File: src/rtl/if_fetch_unit.sv
// if_fetch_unit: instruction-fetch stage between imem and the IF/ID register.
// Owns the fetch PC, issues one word request at a time over a req/ack
// handshake, and queues returned words in a small buffer. The head entry
// drives instr/PCPlusFour. The hazard unit can hold the head (stall) or
// flush everything and restart at a new PC (redirect).
// Optional feature macro: FETCH_PERF_EN adds the stall and drop counters.
//
// state | meaning
// IDLE  | no request outstanding; issue when the buffer has room or on redirect
// WAIT  | request outstanding; its returned word is pushed on ack
// DROP  | request outstanding but made stale by a redirect; its ack is discarded

module if_fetch_unit #(
  parameter logic [31:0] RESET_PC  = 32'h0000_0000,
  parameter int          BUF_DEPTH = 2
) (
  input  logic        clk,
  input  logic        rst,
  output logic        imem_req,
  output logic [31:0] imem_addr,
  input  logic        imem_ack,
  input  logic [31:0] imem_rdata,
  input  logic        stall,
  input  logic        redirect,
  input  logic [31:0] redirect_pc,
  output logic [31:0] instr,
  output logic [31:0] PCPlusFour,
  output logic        instr_valid
`ifdef FETCH_PERF_EN
  ,
  output logic [31:0] perf_stall_cnt,
  output logic [31:0] perf_drop_cnt
`endif
);

  localparam int PW = $clog2(BUF_DEPTH);
  localparam int CW = PW + 1;
  localparam logic [CW-1:0] DEPTH_C = CW'(BUF_DEPTH);

  typedef enum logic [1:0] {S_IDLE, S_WAIT, S_DROP} state_t;

  state_t        state_q, state_d;
  logic [31:0]   fetch_pc_q, fetch_pc_d;
  logic [31:0]   addr_q, addr_d;
  logic [PW-1:0] wr_ptr_q, wr_ptr_d;
  logic [PW-1:0] rd_ptr_q, rd_ptr_d;
  logic [CW-1:0] count_q, count_d;
  logic [31:0]   buf_instr_q [BUF_DEPTH];
  logic [31:0]   buf_pc4_q   [BUF_DEPTH];

  logic          push;
  logic          pop;
  logic [31:0]   target_pc;
  logic          unused_rpc_lo;

  // Targets are word aligned; the low two bits of redirect_pc are dropped.
  assign target_pc     = {redirect_pc[31:2], 2'b00};
  assign unused_rpc_lo = ^redirect_pc[1:0];

  // A redirect kills both the incoming word and any pop of the old stream.
  assign push = (state_q == S_WAIT) && imem_ack && !redirect;
  assign pop  = (count_q != '0) && !stall && !redirect;

  assign instr_valid = (count_q != '0);
  assign instr       = instr_valid ? buf_instr_q[rd_ptr_q] : 32'h0;
  assign PCPlusFour  = instr_valid ? buf_pc4_q[rd_ptr_q] : 32'h0;
  assign imem_req    = (state_q != S_IDLE);
  assign imem_addr   = addr_q;

  // Fetch FSM next-state, fetch PC and request address.
  // IDLE only issues when nothing is outstanding, so count < depth is the
  // whole "count + outstanding" room check.
  always_comb begin
    state_d    = state_q;
    fetch_pc_d = fetch_pc_q;
    addr_d     = addr_q;
    case (state_q)
      S_IDLE: begin
        if (redirect) begin
          fetch_pc_d = target_pc;
          addr_d     = target_pc;
          state_d    = S_WAIT;
        end else if (count_q < DEPTH_C) begin
          addr_d  = fetch_pc_q;
          state_d = S_WAIT;
        end
      end
      S_WAIT: begin
        if (redirect) begin
          fetch_pc_d = target_pc;
          state_d    = imem_ack ? S_IDLE : S_DROP;
        end else if (imem_ack) begin
          fetch_pc_d = fetch_pc_q + 32'd4;
          state_d    = S_IDLE;
        end
      end
      S_DROP: begin
        // Address stays on the old request until imem completes it.
        if (redirect) fetch_pc_d = target_pc;
        if (imem_ack) state_d = S_IDLE;
      end
      default: state_d = S_IDLE;
    endcase
  end

  // Buffer pointer and occupancy update; redirect empties the buffer.
  always_comb begin
    wr_ptr_d = wr_ptr_q;
    rd_ptr_d = rd_ptr_q;
    count_d  = count_q;
    if (redirect) begin
      wr_ptr_d = '0;
      rd_ptr_d = '0;
      count_d  = '0;
    end else begin
      if (push) wr_ptr_d = wr_ptr_q + 1'b1;
      if (pop)  rd_ptr_d = rd_ptr_q + 1'b1;
      case ({push, pop})
        2'b10:   count_d = count_q + 1'b1;
        2'b01:   count_d = count_q - 1'b1;
        default: count_d = count_q;
      endcase
    end
  end

  // Control state registers.
  always_ff @(posedge clk) begin
    if (rst) begin
      state_q    <= S_IDLE;
      fetch_pc_q <= RESET_PC;
      addr_q     <= 32'h0;
      wr_ptr_q   <= '0;
      rd_ptr_q   <= '0;
      count_q    <= '0;
    end else begin
      state_q    <= state_d;
      fetch_pc_q <= fetch_pc_d;
      addr_q     <= addr_d;
      wr_ptr_q   <= wr_ptr_d;
      rd_ptr_q   <= rd_ptr_d;
      count_q    <= count_d;
    end
  end

  // Buffer storage; contents are only observed through count, so no reset.
  always_ff @(posedge clk) begin
    if (push) begin
      buf_instr_q[wr_ptr_q] <= imem_rdata;
      buf_pc4_q[wr_ptr_q]   <= fetch_pc_q + 32'd4;
    end
  end

`ifdef FETCH_PERF_EN
  logic [31:0] drop_inc;

  // Discarded words: flushed entries plus any ack that belongs to a stale request.
  always_comb begin
    drop_inc = 32'h0;
    if (redirect) drop_inc = 32'(count_q);
    if (imem_ack && ((state_q == S_DROP) || ((state_q == S_WAIT) && redirect)))
      drop_inc = drop_inc + 32'd1;
  end

  // Performance counters, free running and wrapping.
  always_ff @(posedge clk) begin
    if (rst) begin
      perf_stall_cnt <= 32'h0;
      perf_drop_cnt  <= 32'h0;
    end else begin
      if (stall && instr_valid) perf_stall_cnt <= perf_stall_cnt + 32'd1;
      perf_drop_cnt <= perf_drop_cnt + drop_inc;
    end
  end
`endif

endmodule
File: config.mk
export PLATFORM = sky130hd
export DESIGN_NAME = if_fetch_unit
export DESIGN_NICKNAME = d
export VERILOG_FILES = /design/src/rtl/if_fetch_unit.sv
export SDC_FILE = /design/constraint.sdc
export NUM_CORES = 1
export LEC_CHECK = 0
export BUFFER_PORTS_ARGS = -buffer_cell sky130_fd_sc_hd__buf_2
export CAP_MARGIN = 10
export CORE_MARGIN = 8
export CORE_UTILIZATION = 55
export CTS_CLUSTER_DIAMETER = 40
export CTS_CLUSTER_SIZE = 25
export DETAILED_ROUTE_END_ITERATION = 10
export PLACE_DENSITY = 0.89
export SLEW_MARGIN = 30
export SYNTH_ARGS = -nofsm -noshare
export SYNTH_HDL_FRONTEND = slang
export SYNTH_SLANG_ARGS = --single-unit
File: constraint.sdc
create_clock -name clk -period 5.87 [get_ports clk]
set_clock_uncertainty 0.1 [all_clocks]
set_input_delay 0.8805 -clock clk [delete_from_list [all_inputs] [get_ports clk]]
set_output_delay 0.8805 -clock clk [all_outputs]
set_load 0.03 [all_outputs]
# Word-level counts from Yosys, hierarchy flattened
# Memories as Yosys holds them, arrays and structs flattened. A register that Yosys moved wholly into a read port is not among the register bits.
# Index checks and enable logic that the tools add are counted.
[word_totals]
mem_count = 2
wordCells = 58
mem_bits_rw = 128
output_inout_bits = 98
in_bits = 69
register_bits = 70
[memory_table]
columns = ["name", "depth", "width", "read_ports", "rd_ports_with_merged_regs", "write_ports", "line_no", "text"]
rows = [
  ["buf_instr_q", 2, 32, 1, 1, 1, "48", "logic [31:0] buf_instr_q [BUF_DEPTH];"],
  ["buf_pc4_q", 2, 32, 1, 1, 1, "49", "logic [31:0] buf_pc4_q [BUF_DEPTH];"],
]
[classes]
n_addsub = 5
muxes = 21
n_eq_ne = 7
n_lt_le_gt_ge = 1
reduce_logical = 16
[ops]
columns = ["op", "n"]
rows = [
  ["2-to-1 mux 32 bit", 7],
  ["one-hot mux 32 bit (2 select lines)", 1],
  ["adder 32 x 3 -> 32 bit, second input constant", 1],
  ["2-to-1 mux 2 bit", 5],
  ["nonzero test 2 bit", 5],
  ["2-to-1 mux 1 bit", 6],
  ["inequality test 3 bit, second input constant", 2],
  ["one-hot mux 2 bit (3 select lines)", 1],
  ["equality test 2 x 1 -> 1 bit, second input constant", 2],
  ["equality test 2 bit, second input constant", 2],
  ["logical AND 1 bit", 4],
  ["one-hot mux 2 bit (2 select lines)", 1],
  ["OR reduction 2 bit", 2],
  ["AND reduction 3 bit", 1],
  ["adder 1 bit, second input constant", 2],
  ["adder 2 x 1 -> 2 bit, second input constant", 1],
  ["logical NOT 1 bit", 2],
  ["logical NOT 2 bit", 1],
  ["< comparator 2 bit, second input constant", 1],
  ["inequality test 2 x 1 -> 1 bit, second input constant", 1],
  ["AND reduction 2 bit", 1],
  ["subtractor 2 x 1 -> 2 bit, second input constant", 1],
]

# Longest topological paths before layout
# Gate-level depths: netlist (run 1).
[logic_depth]
word_depth = 5
ltp_mapped = 9
depth_no_buf = 8

# Worst setup path after synthesis (run 1)
# Ideal clock, no wire load.
[synth_timing]
path_type = "input to register"
from = "input port redirect"
to = "memory buf_instr_q[0][0] (enable)"
arrival_ps = 4318
required_ps = 5288
path_buffers = 1
path_slack_ps = 970
cell_stages = 5
setup_ps = 482
path_cell_list = "buf_2 > nand2b_4 > nor3b_1 > inv_1 > nor2_1"
[synth_via]
elab_chain_cells = 4
[synth_lines]
columns = ["element", "line_no", "text"]
rows = [
  ["from (decl)", "24", "input logic redirect,"],
  ["logical NOT 1 bit", "61", "assign push = (state_q == S_WAIT) && imem_ack && !redirect;"],
  ["logical AND 1 bit", "61", ""],
  ["2-to-1 mux 1 bit", "147", "if (push) begin"],
  ["2-to-1 mux 1 bit (not written as such)", "148", "buf_instr_q[wr_ptr_q] <= imem_rdata;"],
  ["to (decl)", "48", ""],
]
# No other way between the ends.

# Worst setup path in the final report (run 1)
[layout_timing]
from = "input port redirect"
to = "memory buf_pc4_q[0][26] (enable)"
[layout_via]
elab_chain_cells = 4
[layout_lines]
columns = ["element", "line_no", "text"]
rows = [
  ["logical NOT 1 bit", "61", ""],
  ["logical AND 1 bit", "61", ""],
  ["2-to-1 mux 1 bit", "147", ""],
  ["2-to-1 mux 1 bit (not written as such)", "149", "buf_pc4_q[wr_ptr_q] <= fetch_pc_q + 32'd4;"],
  ["to (decl)", "49", ""],
]
# No other way between the ends.

==> flow_summary.toml, run 1 <==
[status]
outcome = "completed"

[logic_synthesis]
synth_ff_type = "edfxtp_1"
synth_top_family_by_area = "simple AND/OR/NAND/NOR gates"
synthArstFlopShare = 0
synth_compound_area_frac = 0.0948
synth-edff-count = 124
synthSimpleGateAreaFrac = 0.139
ys_seq_elements = 192
syn_inst = 766
netlist_area_mm2 = 0.00867
synth_fa_ha_area_frac = 0.00288
yosysUniqueCellTypes = 58
ys_seq_area_frac = 0.586
synth_xor_xnor_area_share = 0.0333
yosys_warnings = 0
muxShareOfSynthArea = 0.107
syn_avg_cell_area_um2 = 11.3

[power_and_ir_drop]
peakVddDrop_uv = 203
cellLeakagePower_uw = 0.00384
powerDensity_mw_per_mm2 = 290

[timing]
timing.final.hold_violations = 0
relSlewSlack = 0.315
max_freq_ghz = 0.292
rsz0062_at_grt = "false"
setup_violations = 0
worst_pin_slew_ns = 1.03
finalCritPeriodShare = 0.584
slew_viol_final = 0
tns_ns = 0
fin_crit_ns = 3.43

[global_routing]
grt_util_all_layers = 0.200
grt_antenna_before_repair = 0
grt_pass1_wl_um = 32000
grt_remaining_overflow = 0
grt_pass1_vias = 6193
grt_max_degree = 63

[final_layout]
final_core_util = 0.649
drive_above_1_share = 0.239
diodes = 0
multi_input_area_mm2 = 0.00331
seq_area_mm2 = 0.00509
layout_commonest_cell = "buf_2"
final_nets = 960
layout_common_cells = "162 x buf_2, 126 x nor2_1, 124 x edfxtp_1, 93 x mux2i_1, 67 x dfxtp_1"
fillers = 1238
synthToLayoutAreaGrowth_pct = 17.0

[die]
die_w_um = 142
num_rows = 46
start_util = 0.554
core_mm2 = 0.0157
io-pin-count = 167
dieHeight_um = 142
die_area_mm2 = 0.0200

[routing]
drtIter0Drc = 595
drt_wl_total_um = 20400
dr.pass1.iters = 5
vias = 6439
ant_nets = 0
wl_per_cell_um = 18.2
avgViaCountPerCell = 5.76
route.detailed.drc = 0

[hold_path]
worstHoldStart = "imem_addr[1]$_SDFFE_PP0P_"
hp-class = "flop to flop"
min_delay_path_depth = 1
hold_path_end = "imem_addr[1]$_SDFFE_PP0P_"

[setup_path]
r2r_slack_ns = 2.48
crit_type = "input pin to flop"
worstPathRequired_ns = 5.82
r2r-start = "state_q[0]$_SDFFE_PP0P_"
start_kind = "input pin"
rr_worst_depth = 5
worstSetupEndpointType = "flop"
r2r-end = "buf_pc4_q[0][26]$_DFFE_PP_"
crit_fanout = 43
arrival_ns = 3.38

[flow_run]
maxCapViolCount = 0

[clocking]
root_buffer = "clkbuf_16"
htree_levels = 4
cts_tree = "done"
clock_latency_ns = 0.42
clkTransAtPathRegs_ns = 0.07
clock_tree.buffer_depth = 2
postCtsSetupRepairBufs = 0
clock_sinks = 192
cts_inserted_buffers = 17
hold_buffers = 0
cts_resized = 0

[placed_design]
gp_congestion = 0.918
place.port_buffers = 162
hpwl_um = 14000
[cells in the mapped netlist, drive strengths merged (3+ instances only)]
master     n  share of area
buf       27          0.015
a2bb2oi    5         0.0050
dfxtp     68           0.16
nand2     23          0.010
nor3      16         0.0092
or3        4         0.0030
xnor2     24          0.024
clkbuf    41          0.018
a31oi      7         0.0050
o211ai     4         0.0035
nor2     129          0.056
and3       5         0.0036
o22ai      7         0.0050
or4        4         0.0035
o21ai     16         0.0092
nor4       8         0.0075
mux2i     93           0.11
nand2b     7         0.0059
nand4     16          0.013
and4       3         0.0032
a211oi    30          0.026
xor2       9         0.0091
a32oi      9         0.0091
a21oi     21          0.012
and2       6         0.0043
a32o       3         0.0035
inv        7         0.0030
edfxtp   124           0.43
nand3     24          0.014
[layer usage]
metal | vias up | global-route usage | share of wire
met5 | - | 0 | 0
met3 | 35 | 0.0517 | 0.083
met2 | 320 | 0.308 | 0.46
met4 | 0 | 0.0741 | 0.020
met1 | 3034 | 0.268 | 0.44
li1 | 3050 | - | -
[logic make-up after synthesis]
group / count (synthesis)
AND/OR/NAND/NOR: 251
adder cells (fa/ha/maj): 2
flip-flops: 192
XOR/XNOR: 33
AO/OA/AOI/OAI: 119
buffers and inverters: 75
multiplexers: 93
other: 1
[worst max path at each step]
stage | cells past startpoint | to | start | slack [ns]
final | 6 | buf_pc4_q[0][26]$_DFFE_PP_ | redirect | 2.44
after CTS | 6 | buf_instr_q[0][12]$_DFFE_PP_ | redirect | 2.46
after floorplan | 5 | buf_instr_q[0][0]$_DFFE_PP_ | redirect | 0.97
after global placement | 6 | buf_instr_q[0][16]$_DFFE_PP_ | redirect | 2.14
after detailed placement | 6 | buf_instr_q[0][12]$_DFFE_PP_ | redirect | 2.03
after global routing | 6 | buf_instr_q[0][14]$_DFFE_PP_ | redirect | 2.17
[report_power, final]
group	leakage [µW]	internal, µW	switching [µW]	total (µW)
registers	0.00168	1490	51.3	1550
logic	0.00187	107	201	308
clock network	0.000289	604	489	1090
total	0.00384	2210	742	2950
[sequential cells by signal, summed over array words and instances, names as in the netlist, named ones only]
name / cells
buf_pc4_q: 60
fetch_pc_q: 30
state_q: 2
buf_instr_q: 64
count_q: 2
wr_ptr_q: 1
rd_ptr_q: 1
imem_addr: 31
[through the flow]
stage	hold slack (ns)	instances	area [µm²]	total power (µW)	setup WS, ns
after floorplan	0.414	767	8680	1780	0.970
after global placement	0.379	1084	9560	1870	2.14
after detailed placement	0.383	1086	9600	1880	2.03
after CTS	0.393	1118	10200	2970	2.46
after global routing	0.409	1118	10200	3050	2.17
final	0.387	1118	10200	2950	2.44
[cell type report]
type / instances / share of cell area
clock buffers: 17 / 0.0419
clock inverters: 15 / 0.0129
inverters: 7 / 0.00259
multi-input cells: 500 / 0.326
flip-flops and latches: 192 / 0.501
well taps: 216 / 0.0266
repair buffers: 171 / 0.0890
[critical path: stages]
cell      delay, ns
buf_2          0.10
nand2b_4       0.32
nor3b_1        0.60
inv_1          0.29
nor2_4         0.54
buf_4          0.59
(Power assumes the default switching activity.)
==> run 2: changes to the inputs <==
- CORE_UTILIZATION: 55 -> 50
- PLACE_DENSITY: 0.89 -> 0.86
- clock period: 5.87 -> 2.8 ns (I/O delays scaled with it)
==> flow_summary.toml, run 2 (synthesis results as in run 1) <==
[status]
outcome = "completed"

[power_and_ir_drop]
fin_total_pwr_uw = 6320
cellLeakagePower_uw = 0.00392
peakVddDrop_uv = 449
powerDensity_mw_per_mm2 = 611

[setup_path]
arrival_ns = 1.92
start_kind = "flop"
r2r-start = "fetch_pc_q[4]$_SDFFE_PP0P_"
worstSetupEndpointType = "output port"
worstPathRequired_ns = 2.28
worstPathCellList = "buf_4, mux2i_1, nor2_1, buf_2"
crit_type = "flop to output port"
rr_worst_depth = 5
crit_buf_inv = 2
path_depth = 4
crit_fanout = 26
critPathTopFamily = "flip-flops"
slowest_stage = "dfxtp_4"
slowest_delay_ns = 0.64

[timing]
fin_crit_ns = 2.44
relSlewSlack = 0.524
finalCritPeriodShare = 0.871
timing.final.hold_violations = 0
setup_violations = 0
max_freq_ghz = 0.410
slew_viol_final = 0
tns_ns = 0
rsz0062_at_grt = "false"
worst_pin_slew_ns = 0.715

[placed_design]
hpwl_um = 14800
gp_congestion = 0.893
place.port_buffers = 162
dp.cells = 1109

[global_routing]
grt_max_degree = 63
grt_util_all_layers = 0.189
grt_remaining_overflow = 0
grt_pass1_vias = 6191
grt_pass1_wl_um = 33100
grt_antenna_before_repair = 0

[die]
die_w_um = 148
num_rows = 48
core_mm2 = 0.0171
io-pin-count = 167
start_util = 0.507
dieHeight_um = 148
die_area_mm2 = 0.0218

[hold_path]
hp-class = "input pin to flop"
min_delay_path_depth = 1
worstHoldStart = "imem_rdata[23]"

[final_layout]
largest_reg_flops = 64
final_cells = 1141
synthToLayoutAreaGrowth_pct = 19.2
largest_register = "buf_instr_q"
drive_above_1_share = 0.252
layout_common_cells = "162 x buf_2, 126 x nor2_1, 124 x edfxtp_1, 93 x mux2i_1, 67 x dfxtp_1"
final_nets = 974
layout_commonest_cell = "buf_2"
fillers = 1415
diodes = 0

[routing]
dr.pass1.iters = 5
drtIter0Drc = 653
ant_nets = 0
avgViaCountPerCell = 5.64
drt_wl_total_um = 21000
wl_per_cell_um = 18.4
route.detailed.drc = 0
vias = 6432

[clocking]
clock_tree.buffer_depth = 2
postCtsSetupRepairBufs = 0
cts_tree = "done"
root_buffer = "clkbuf_16"
clock_sinks = 192
clkTransAtPathRegs_ns = 0.07
htree_levels = 4
cts_inserted_buffers = 17
cts_resized = 0
clock_latency_ns = 0.43
hold_buffers = 0

[flow_run]
maxCapViolCount = 0
==> run 2: cell count changes in the layout (fill, tap and decap cells not counted), moves of 2 or more <==
cell	previous run	this run
inv_6	1	6
clkinv_2	3	1
inv_4	5	1
buf_12	2	4
clkbuf_16	17	20
inv_8	0	2
buf_4	7	19
==> run 2: worst register-to-register path, delay by kind of cell, from the launching register on <==
family          cells  cell delay, ns
flops               1            0.48
compound gates      1            0.10
simple gates        4            1.60
==> run 2: per-layer routing <==
metal	GRT usage	share of wire	routed length (µm)
met1	0.255	0.45	9420
met2	0.296	0.46	9630
met3	0.0483	0.078	1630
met4	0.0566	0.016	328
met5	0	0	0
==> run 2: area by class of cell <==
type | count | area, µm² | area share
Sequential cell | 192 | 5090 | 0.492
Timing Repair Buffer | 185 | 1030 | 0.100
Clock inverter | 12 | 103 | 0.00992
Tap cell | 225 | 282 | 0.0272
Inverter | 7 | 26.3 | 0.00254
Multi-Input combinational cell | 500 | 3310 | 0.320
Clock buffer | 20 | 500 | 0.0484
==> run 2: final timing paths <==
path,end,slack [ns]
setup / recovery,PCPlusFour[8],0.36
hold / removal,buf_instr_q[1][23]$_DFFE_PP_,0.07
setup reg to reg,fetch_pc_q[25]$_SDFFE_PP0P_,0.44
hold reg to reg,imem_addr[1]$_SDFFE_PP0P_,0.39
==> run 2: stage by stage <==
step                      hold slack (ns)  setup WS [ns]   util  cell area, µm²
after detailed placement            0.391          0.455  0.569            9740
after floorplan                     0.399         0.0757      -            8690
after CTS                          0.0584          0.323  0.604           10300
after global routing               0.0545          0.245  0.604           10300
final                              0.0723          0.361  0.604           10300
after global placement              0.384          0.521  0.569            9740
==> run 2: report_power, final <==
group | internal [µW] | switching [µW] | total, µW
clock | 1330 | 1090 | 2420
sequential | 3130 | 106 | 3240
combinational | 237 | 428 | 666
